`config.mk`:
```
export PLATFORM = sky130hd
export DESIGN_NAME = imem_port_arbiter
export DESIGN_NICKNAME = d
export VERILOG_FILES = /design/src/rtl/imem_pkg.sv /design/src/rtl/rr_arb2.sv /design/src/rtl/imem_port_arbiter.sv
export SDC_FILE = /design/constraint.sdc
export NUM_CORES = 1
export LEC_CHECK = 0
export CORE_MARGIN = 2
export CORE_UTILIZATION = 35
export DETAILED_ROUTE_END_ITERATION = 10
export GPL_ROUTABILITY_DRIVEN = 0
export GPL_TIMING_DRIVEN = 0
export PLACE_DENSITY = 0.76
export SETUP_SLACK_MARGIN = 0.5
export SYNTH_ARGS = -nofsm -noshare
export SYNTH_HDL_FRONTEND = slang
export SYNTH_HIERARCHICAL = 1
export SYNTH_SLANG_ARGS = --single-unit
```
`constraint.sdc`:
```
create_clock -name clk -period 1.8 [get_ports clk]
set_input_delay 0.36 -clock clk [delete_from_list [all_inputs] [get_ports clk]]
set_output_delay 0.36 -clock clk [all_outputs]
set_load 0.005 [all_outputs]
```
`src/rtl/imem_pkg.sv`:
```
// Shared types and default sizes for the instruction-memory port arbiter.
package imem_pkg;

  localparam int IMEM_ADDR_W = 6;
  localparam int IMEM_DATA_W = 32;

  typedef enum logic {
    ST_BOOT,
    ST_RUN
  } state_e;

  typedef enum logic {
    GNT_FETCH,
    GNT_LOADER
  } grant_e;

endpackage

```
`src/rtl/rr_arb2.sv`:
```
// Two-input round-robin grant (fetch vs loader). While run is low, only the
// loader can be granted.
import imem_pkg::*;

module rr_arb2 (
  input  logic clk,
  input  logic rst,
  input  logic run,
  input  logic fetch_req,
  input  logic ld_req,
  output logic fetch_gnt,
  output logic ld_gnt
);

  grant_e last_grant;

  // NOTE: every output of an always_comb block gets a default first, so no path can infer a latch.
  always_comb begin
    fetch_gnt = 1'b0;
    ld_gnt    = 1'b0;
    if (!run) begin
      ld_gnt = ld_req;
    end else if (fetch_req && ld_req) begin
      if (last_grant == GNT_LOADER) fetch_gnt = 1'b1;
      else                          ld_gnt    = 1'b1;
    end else begin
      fetch_gnt = fetch_req;
      ld_gnt    = ld_req;
    end
  end

  // A grant is only ever given to a valid requester, so every grant is an accepted transfer.
  always_ff @(posedge clk) begin
    if (rst)            last_grant <= GNT_LOADER;
    else if (ld_gnt)    last_grant <= GNT_LOADER;
    else if (fetch_gnt) last_grant <= GNT_FETCH;
  end

endmodule

```
`src/rtl/imem_port_arbiter.sv`:
```
// Shares a single-ported, 1-cycle-latency instruction memory between fetch
// and the program loader, and holds fetch off until the loader signals done.
import imem_pkg::*;

module imem_port_arbiter #(
  parameter int ADDR_W = IMEM_ADDR_W,
  parameter int DATA_W = IMEM_DATA_W,
  parameter int CNT_W  = 7
) (
  input  logic              clk,
  input  logic              rst,
  input  logic              fetch_req_valid,
  output logic              fetch_req_ready,
  input  logic [ADDR_W-1:0] fetch_addr,
  output logic              fetch_rsp_valid,
  output logic [DATA_W-1:0] fetch_rsp_data,
  input  logic              ld_req_valid,
  output logic              ld_req_ready,
  input  logic              ld_we,
  input  logic [ADDR_W-1:0] ld_addr,
  input  logic [DATA_W-1:0] ld_wdata,
  output logic              ld_rsp_valid,
  output logic [DATA_W-1:0] ld_rsp_data,
  input  logic              ld_done,
  output logic              mem_en,
  output logic              mem_we,
  output logic [ADDR_W-1:0] mem_addr,
  output logic [DATA_W-1:0] mem_wdata,
  input  logic [DATA_W-1:0] mem_rdata,
  output logic              boot_active,
  output logic [CNT_W-1:0]  words_loaded
);

  localparam int unsigned      WORDS_MAX_I = 2 ** ADDR_W;
  localparam logic [CNT_W-1:0] WORDS_MAX   = WORDS_MAX_I[CNT_W-1:0];

  state_e            state;
  logic              fetch_gnt;
  logic              ld_gnt;
  logic              ld_rd;
  logic              ld_wr;
  logic [DATA_W-1:0] fetch_hold;
  logic [DATA_W-1:0] ld_hold;

  rr_arb2 u_arb (
    .clk       (clk),
    .rst       (rst),
    .run       (state == ST_RUN),
    .fetch_req (fetch_req_valid),
    .ld_req    (ld_req_valid),
    .fetch_gnt (fetch_gnt),
    .ld_gnt    (ld_gnt)
  );

  assign fetch_req_ready = fetch_gnt;
  assign ld_req_ready    = ld_gnt;
  assign ld_rd           = ld_gnt & ~ld_we;
  assign ld_wr           = ld_gnt & ld_we;

  always_comb begin
    mem_en    = fetch_gnt | ld_gnt;
    mem_we    = ld_wr;
    mem_addr  = ld_gnt ? ld_addr : fetch_addr;
    mem_wdata = ld_wdata;
  end

  // NOTE: sequential state uses non-blocking assignments so every register samples pre-edge values.
  always_ff @(posedge clk) begin
    if (rst) begin
      state       <= ST_BOOT;
      boot_active <= 1'b1;
    end else if (state == ST_BOOT && ld_done) begin
      state       <= ST_RUN;
      boot_active <= 1'b0;
    end
  end

  // Read data comes straight from the memory in the response cycle; the hold
  // registers keep the last delivered word visible while valid is low.
  always_ff @(posedge clk) begin
    if (rst) begin
      fetch_rsp_valid <= 1'b0;
      ld_rsp_valid    <= 1'b0;
      fetch_hold      <= '0;
      ld_hold         <= '0;
    end else begin
      fetch_rsp_valid <= fetch_gnt;
      ld_rsp_valid    <= ld_rd;
      if (fetch_rsp_valid) fetch_hold <= mem_rdata;
      if (ld_rsp_valid)    ld_hold    <= mem_rdata;
    end
  end

  assign fetch_rsp_data = fetch_rsp_valid ? mem_rdata : fetch_hold;
  assign ld_rsp_data    = ld_rsp_valid    ? mem_rdata : ld_hold;

  always_ff @(posedge clk) begin
    if (rst)                                 words_loaded <= '0;
    else if (ld_wr && words_loaded != WORDS_MAX) words_loaded <= words_loaded + 1'b1;
  end

endmodule

```
# ---- Yosys cells after proc, flatten, opt, wreduce, memory -nomap -nowiden
# Cells that the tools add are included.
dict set report op_classes {
  bitwise_logic 5
  n_reduce_logical 4
  mux 9
  eq_ne 1
  n_addsub 1
}
# op count
set ops {}
lappend ops {{$mux W32} 2}
lappend ops {{$add A7 B1 Y7 const B} 1}
lappend ops {{$ne A7 B7 Y1 const B} 1}
lappend ops {{$mux W1} 6}
lappend ops {{$mux W6} 1}
lappend ops {{$logic_and A1 B1 Y1} 3}
lappend ops {{$and A1 B1 Y1} 2}
lappend ops {{$not A1 Y1} 2}
lappend ops {{$reduce_or A2 Y1} 1}
lappend ops {{$or A1 B1 Y1} 1}
dict set report totals {
  elab_cells 28
  out_inout_bits 116
  regBits 76
  input_bits 82
}

# ---- Longest topological paths before layout
dict set report logic_depth {
  depth_word 5
  ltp_mapped 7
  depth_no_buf 6
}

# ---- Cells and area by module
# The synthesis kept the hierarchy.
# module cells_per_inst instances seq_area_each_um2 area_each_um2
set modules_own_cells {}
lappend modules_own_cells {imem_port_arbiter 300 1 1501.4 3295.7}
lappend modules_own_cells {rr_arb2 7 1 20.0 55.1}

# ---- Worst setup path after synthesis
# OpenSTA, ideal clock, no wires.
dict set report synth_timing {
  path_kind {input -> register}
  startpoint {in fetch_req_valid}
  endpoint {reg words_loaded[0]}
  n_path_buf 1
  arrival_ps 1405
  path_slack_ps 274
  stages 6
  setup_time_ps 121
  t_required_ps 1679
  cell_sequence {nand2_1 > o21a_1 > buf_6 > nand2_4 > a31oi_1 > mux2_2}
}
dict set report synth_between {
  elab_chain_cells 5
}
# item line_no
set synth_rtl {}
lappend synth_rtl {{from (decl)} imem_port_arbiter.sv:12} ;# input logic fetch_req_valid,
lappend synth_rtl {{$logic_and A1 B1 Y1} rr_arb2.sv:23} ;# end else if (fetch_req && ld_req) begin
lappend synth_rtl {{$mux W1} rr_arb2.sv:23}
lappend synth_rtl {{$mux W1} rr_arb2.sv:21} ;# if (!run) begin
lappend synth_rtl {{named net ld_req_ready} imem_port_arbiter.sv:18} ;# output logic ld_req_ready,
lappend synth_rtl {{$and A1 B1 Y1} imem_port_arbiter.sv:58} ;# assign ld_wr = ld_gnt & ld_we;
lappend synth_rtl {{$logic_and A1 B1 Y1} imem_port_arbiter.sv:99} ;# else if (ld_wr && words_loaded != WORDS_MAX) words_loaded <= words_loaded + 1'b1;
lappend synth_rtl {{to (signal assigned)} imem_port_arbiter.sv:99}
lappend synth_rtl {{to (decl)} imem_port_arbiter.sv:31} ;# output logic [CNT_W-1:0] words_loaded
# The timed path passes the listed nets, and every way through them passes these cells.
# A chain may end at the register's enable or synchronous reset.

# ---- Worst setup path after layout
dict set report layout_timing {
  startpoint {reg state}
  endpoint {out mem_addr[2]}
}
dict set report layout_between {
  elab_chain_cells 2
}
# item line_no
set layout_rtl {}
lappend layout_rtl {{from (decl)} imem_port_arbiter.sv:37} ;# state_e state;
lappend layout_rtl {{from (signal assigned)} imem_port_arbiter.sv:70} ;# state <= ST_BOOT;
lappend layout_rtl {{from (signal assigned)} imem_port_arbiter.sv:73} ;# state <= ST_RUN;
lappend layout_rtl {{$mux W1} rr_arb2.sv:21}
lappend layout_rtl {{$mux W6} imem_port_arbiter.sv:63} ;# mem_addr = ld_gnt ? ld_addr : fetch_addr;
lappend layout_rtl {{to (decl)} imem_port_arbiter.sv:27} ;# output logic [ADDR_W-1:0] mem_addr,
# No other way between the ends.

==> results.py <==
metrics = {
    "outcome": {
        "status": "finished with violations",
        "violations": "setup timing",
    },
    "grt": {
        "grt_pass1_wl_um": 15500,
        "use_met3_pct": 4.58,
        "grtUsageTotal_pct": 19.4,
        "grt.busiest_layer": "met2",
        "antenna_found_initial": 0,
        "grt_util_met1_pct": 22.4,
        "grt_pass1_vias": 3134,
        "grt_use_met2_pct": 35.6,
        "grt-ovfl-total": 0,
        "grt_max_degree": 13,
    },
    "sta": {
        "setup_viol": 69,
        "worstMarginPinSlew_ns": 0.631,
        "hold_viol": 0,
        "setup_slack_ns": -0.207,
        "relSlewSlack_pct": 58.0,
        "grt_setup_unrepaired": "yes",
        "min_period_ns": 2.01,
        "finalCritPeriodShare_pct": 112,
        "maxSlewViolCount": 0,
        "max_freq_mhz": 498,
        "clock_skew_ns": 0.00633,
    },
    "placed_design": {
        "io_buffer_count": 165,
        "hpwl_um": 6350,
    },
    "yosys": {
        "synthMuxAreaShare_pct": 24.5,
        "mappedNetlistNets": 391,
        "ys_ff_latch": 76,
        "netlist_area_um2": 3350,
        "synth_xor_area_share_pct": 0,
        "synth_edf_count": 0,
        "async_flop_share_pct": 0,
        "yosysUniqueCellTypes": 31,
        "yosysWarnings": 6,
        "synth-seq-area-share_pct": 45.4,
        "syn_area_per_cell_um2": 10.9,
        "synth_fa_ha_area_share_pct": 0.747,
        "yosys.area_share.simple_pct": 16.3,
        "synth_top_family_by_area": "multiplexers",
        "synth_flop_cell": "dfxtp_1",
        "syn_inst": 307,
        "synth_compound_area_share_pct": 2.50,
    },
    "worst_setup_path": {
        "ff2ff_path_depth": 9,
        "rrSetupSlack_ns": 0.08,
        "crit_arrival_ns": 1.65,
        "cp-start-kind": "flop",
        "cp_slowest_cell": "dfxtp_4",
        "cp_top_family": "flip-flops",
        "reg2reg_from": "state$_SDFFE_PP0P_",
        "cp_max_fo": 4,
        "worstSetupPathType": "reg2out",
        "crit_path_end_kind": "output pin",
        "cp.required_ns": 1.44,
        "cp_slowest_stage_delay_ns": 0.38,
        "r2r_end": "words_loaded[5]$_SDFFE_PP0P_",
        "cp_cell_sequence": "nand2_8, o21a_4, buf_6, buf_6, mux2_4, buf_6",
        "cp_common_cell": "buf_6",
        "timing.critical_path.buf_inv": 3,
    },
    "clocking": {
        "numCtsBuffers": 9,
        "clk_pin_slew_ns": 0.08,
        "cts_tree": "yes",
        "clk_latency_ns": 0.34,
        "cts-hold-fix-buffers": 0,
        "cts_buffer_depth": 2,
        "htree_levels": 3,
        "cts_sinks": 76,
        "clockRootBuffer": "clkbuf_8",
    },
    "final_layout": {
        "diodes": 0,
        "final_cell_mix": "buf_6, mux2_4, clkdlybuf4s50_1",
        "drive_gt1_share_pct": 60.9,
        "utilization_pct": 76.5,
        "areaGrowthSynthToFinish_pct": 112,
        "finalNetCount": 636,
        "final_common_cell": "buf_6",
    },
    "run": {
        "maxCapViolations": 0,
    },
    "floorplan": {
        "die_h_um": 102,
        "core_um2": 9280,
        "dieArea_um2": 10400,
        "start_util_pct": 36.1,
        "rows": 35,
        "boundaryPins": 198,
        "die_x_um": 102,
    },
    "routing": {
        "ant_nets": 0,
        "post-route-drc-count": 0,
        "drt-pass1-iter-count": 4,
        "first_iter_violations": 39,
        "dr_total_vias": 3085,
        "wire_per_inst_um": 16.2,
        "drt-vias-per-instance": 4.50,
        "drt_wl_total_um": 11100,
    },
    "pwr": {
        "vdd_drop_max_mv": 0.394,
        "p_leak_nw": 3.14,
        "report.power.total_mw": 4.26,
        "powerDensity_nw_per_um2": 600,
    },
    "hold_path": {
        "min_to": "boot_active$_SDFFE_PP1P_",
        "hold_path_class": "reg2reg",
        "min_from": "boot_active$_SDFFE_PP1P_",
        "min_path_cells": 1,
    },
}
## routing by layer
metal	routed length [µm]	up-vias
met2	5880	137
li1	-	1472
met1	4340	1461
met4	136	0
met5	0	-
met3	725	15
## cell families (layout without fill, tap and decap cells)
| group | after synthesis | after routing |
|---|---|---|
| adders and majority gates | 2 | 2 |
| muxes | 73 | 73 |
| buffers and inverters | 54 | 304 |
| and+or+nand+nor | 89 | 89 |
| DFF | 76 | 76 |
| AOI/OAI and AO/OA | 13 | 13 |
## timing repair
item / 4_1_cts / 5_1_grt
resized for setup: 513 / 94
pin swaps: 4 / 5
endpoints found under the setup margin: 159 / 156
cloned: 5 / 0
buffers inserted: 49 / 15
## flip-flops by register name (all words and copies together) (netlist names)
register / count
ld_rsp_valid: 1
ld_hold: 32
words_loaded: 7
fetch_hold: 32
fetch_rsp_valid: 1
state: 1
boot_active: 1
u_arb/last_grant: 1
## metrics by stage
stage / cells / hold WS, ns / cell area, µm² / TNS [ns] / setup WS [ns]
after global placement: 601 / 0.435 / 5320 / -14.81 / -0.650
final: 686 / 0.463 / 7100 / -6.08 / -0.207
after CTS: 671 / 0.463 / 6620 / -6.46 / -0.216
after floorplan: 307 / 0.429 / 3510 / 0 / 0.384
after global routing: 686 / 0.476 / 7100 / -8.99 / -0.243
after detailed placement: 601 / 0.449 / 5320 / -15.94 / -0.673
## power by group
part           switching, mW  leakage [nW]  internal (mW)
Sequential            0.0218         0.623           1.73
Combinational          0.346          2.41          0.733
Clock                  0.612         0.107          0.818
## synthesized netlist by cell type (2+ instances only)
| cell | number | share of area (%) |
|---|---|---|
| dfxtp_1 | 76 | 45 |
| mux2_2 | 72 | 24 |
| nor2b_1 | 66 | 12 |
| buf_4 | 38 | 8.5 |
| clkbuf_1 | 9 | 1.0 |
| nor2_1 | 6 | 0.67 |
| inv_1 | 5 | 0.56 |
| a21oi_1 | 4 | 0.60 |
| nand2b_1 | 3 | 0.56 |
| ha_1 | 2 | 0.75 |
| nand2_1 | 2 | 0.22 |
| nand3_1 | 2 | 0.30 |
| nand4_1 | 2 | 0.37 |
| o21ai_0 | 2 | 0.30 |
| or3_1 | 2 | 0.37 |
## worst max path at each step
stage | startpoint | endpoint | slack (ns) | depth (start not counted)
after global routing | state$_SDFFE_PP0P_ | mem_addr[2] | -0.24 | 6
after detailed placement | fetch_req_valid | mem_addr[2] | -0.67 | 6
after CTS | state$_SDFFE_PP0P_ | mem_addr[2] | -0.22 | 6
after global placement | fetch_req_valid | mem_addr[2] | -0.65 | 6
after floorplan | state$_SDFFE_PP0P_ | mem_en | 0.38 | 4
final | state$_SDFFE_PP0P_ | mem_addr[2] | -0.21 | 6
## final cells by class
cell class              count  area [µm²]
well taps                 129         161
plain buffers              49         455
flip-flops and latches     76        1550
repair buffers            234        2610
clock inverters             4        72.6
fillers                   597        2180
multi-input cells         177        2080
inverters                   5        21.3
clock buffers              12         145
(Power assumes the default switching activity.)
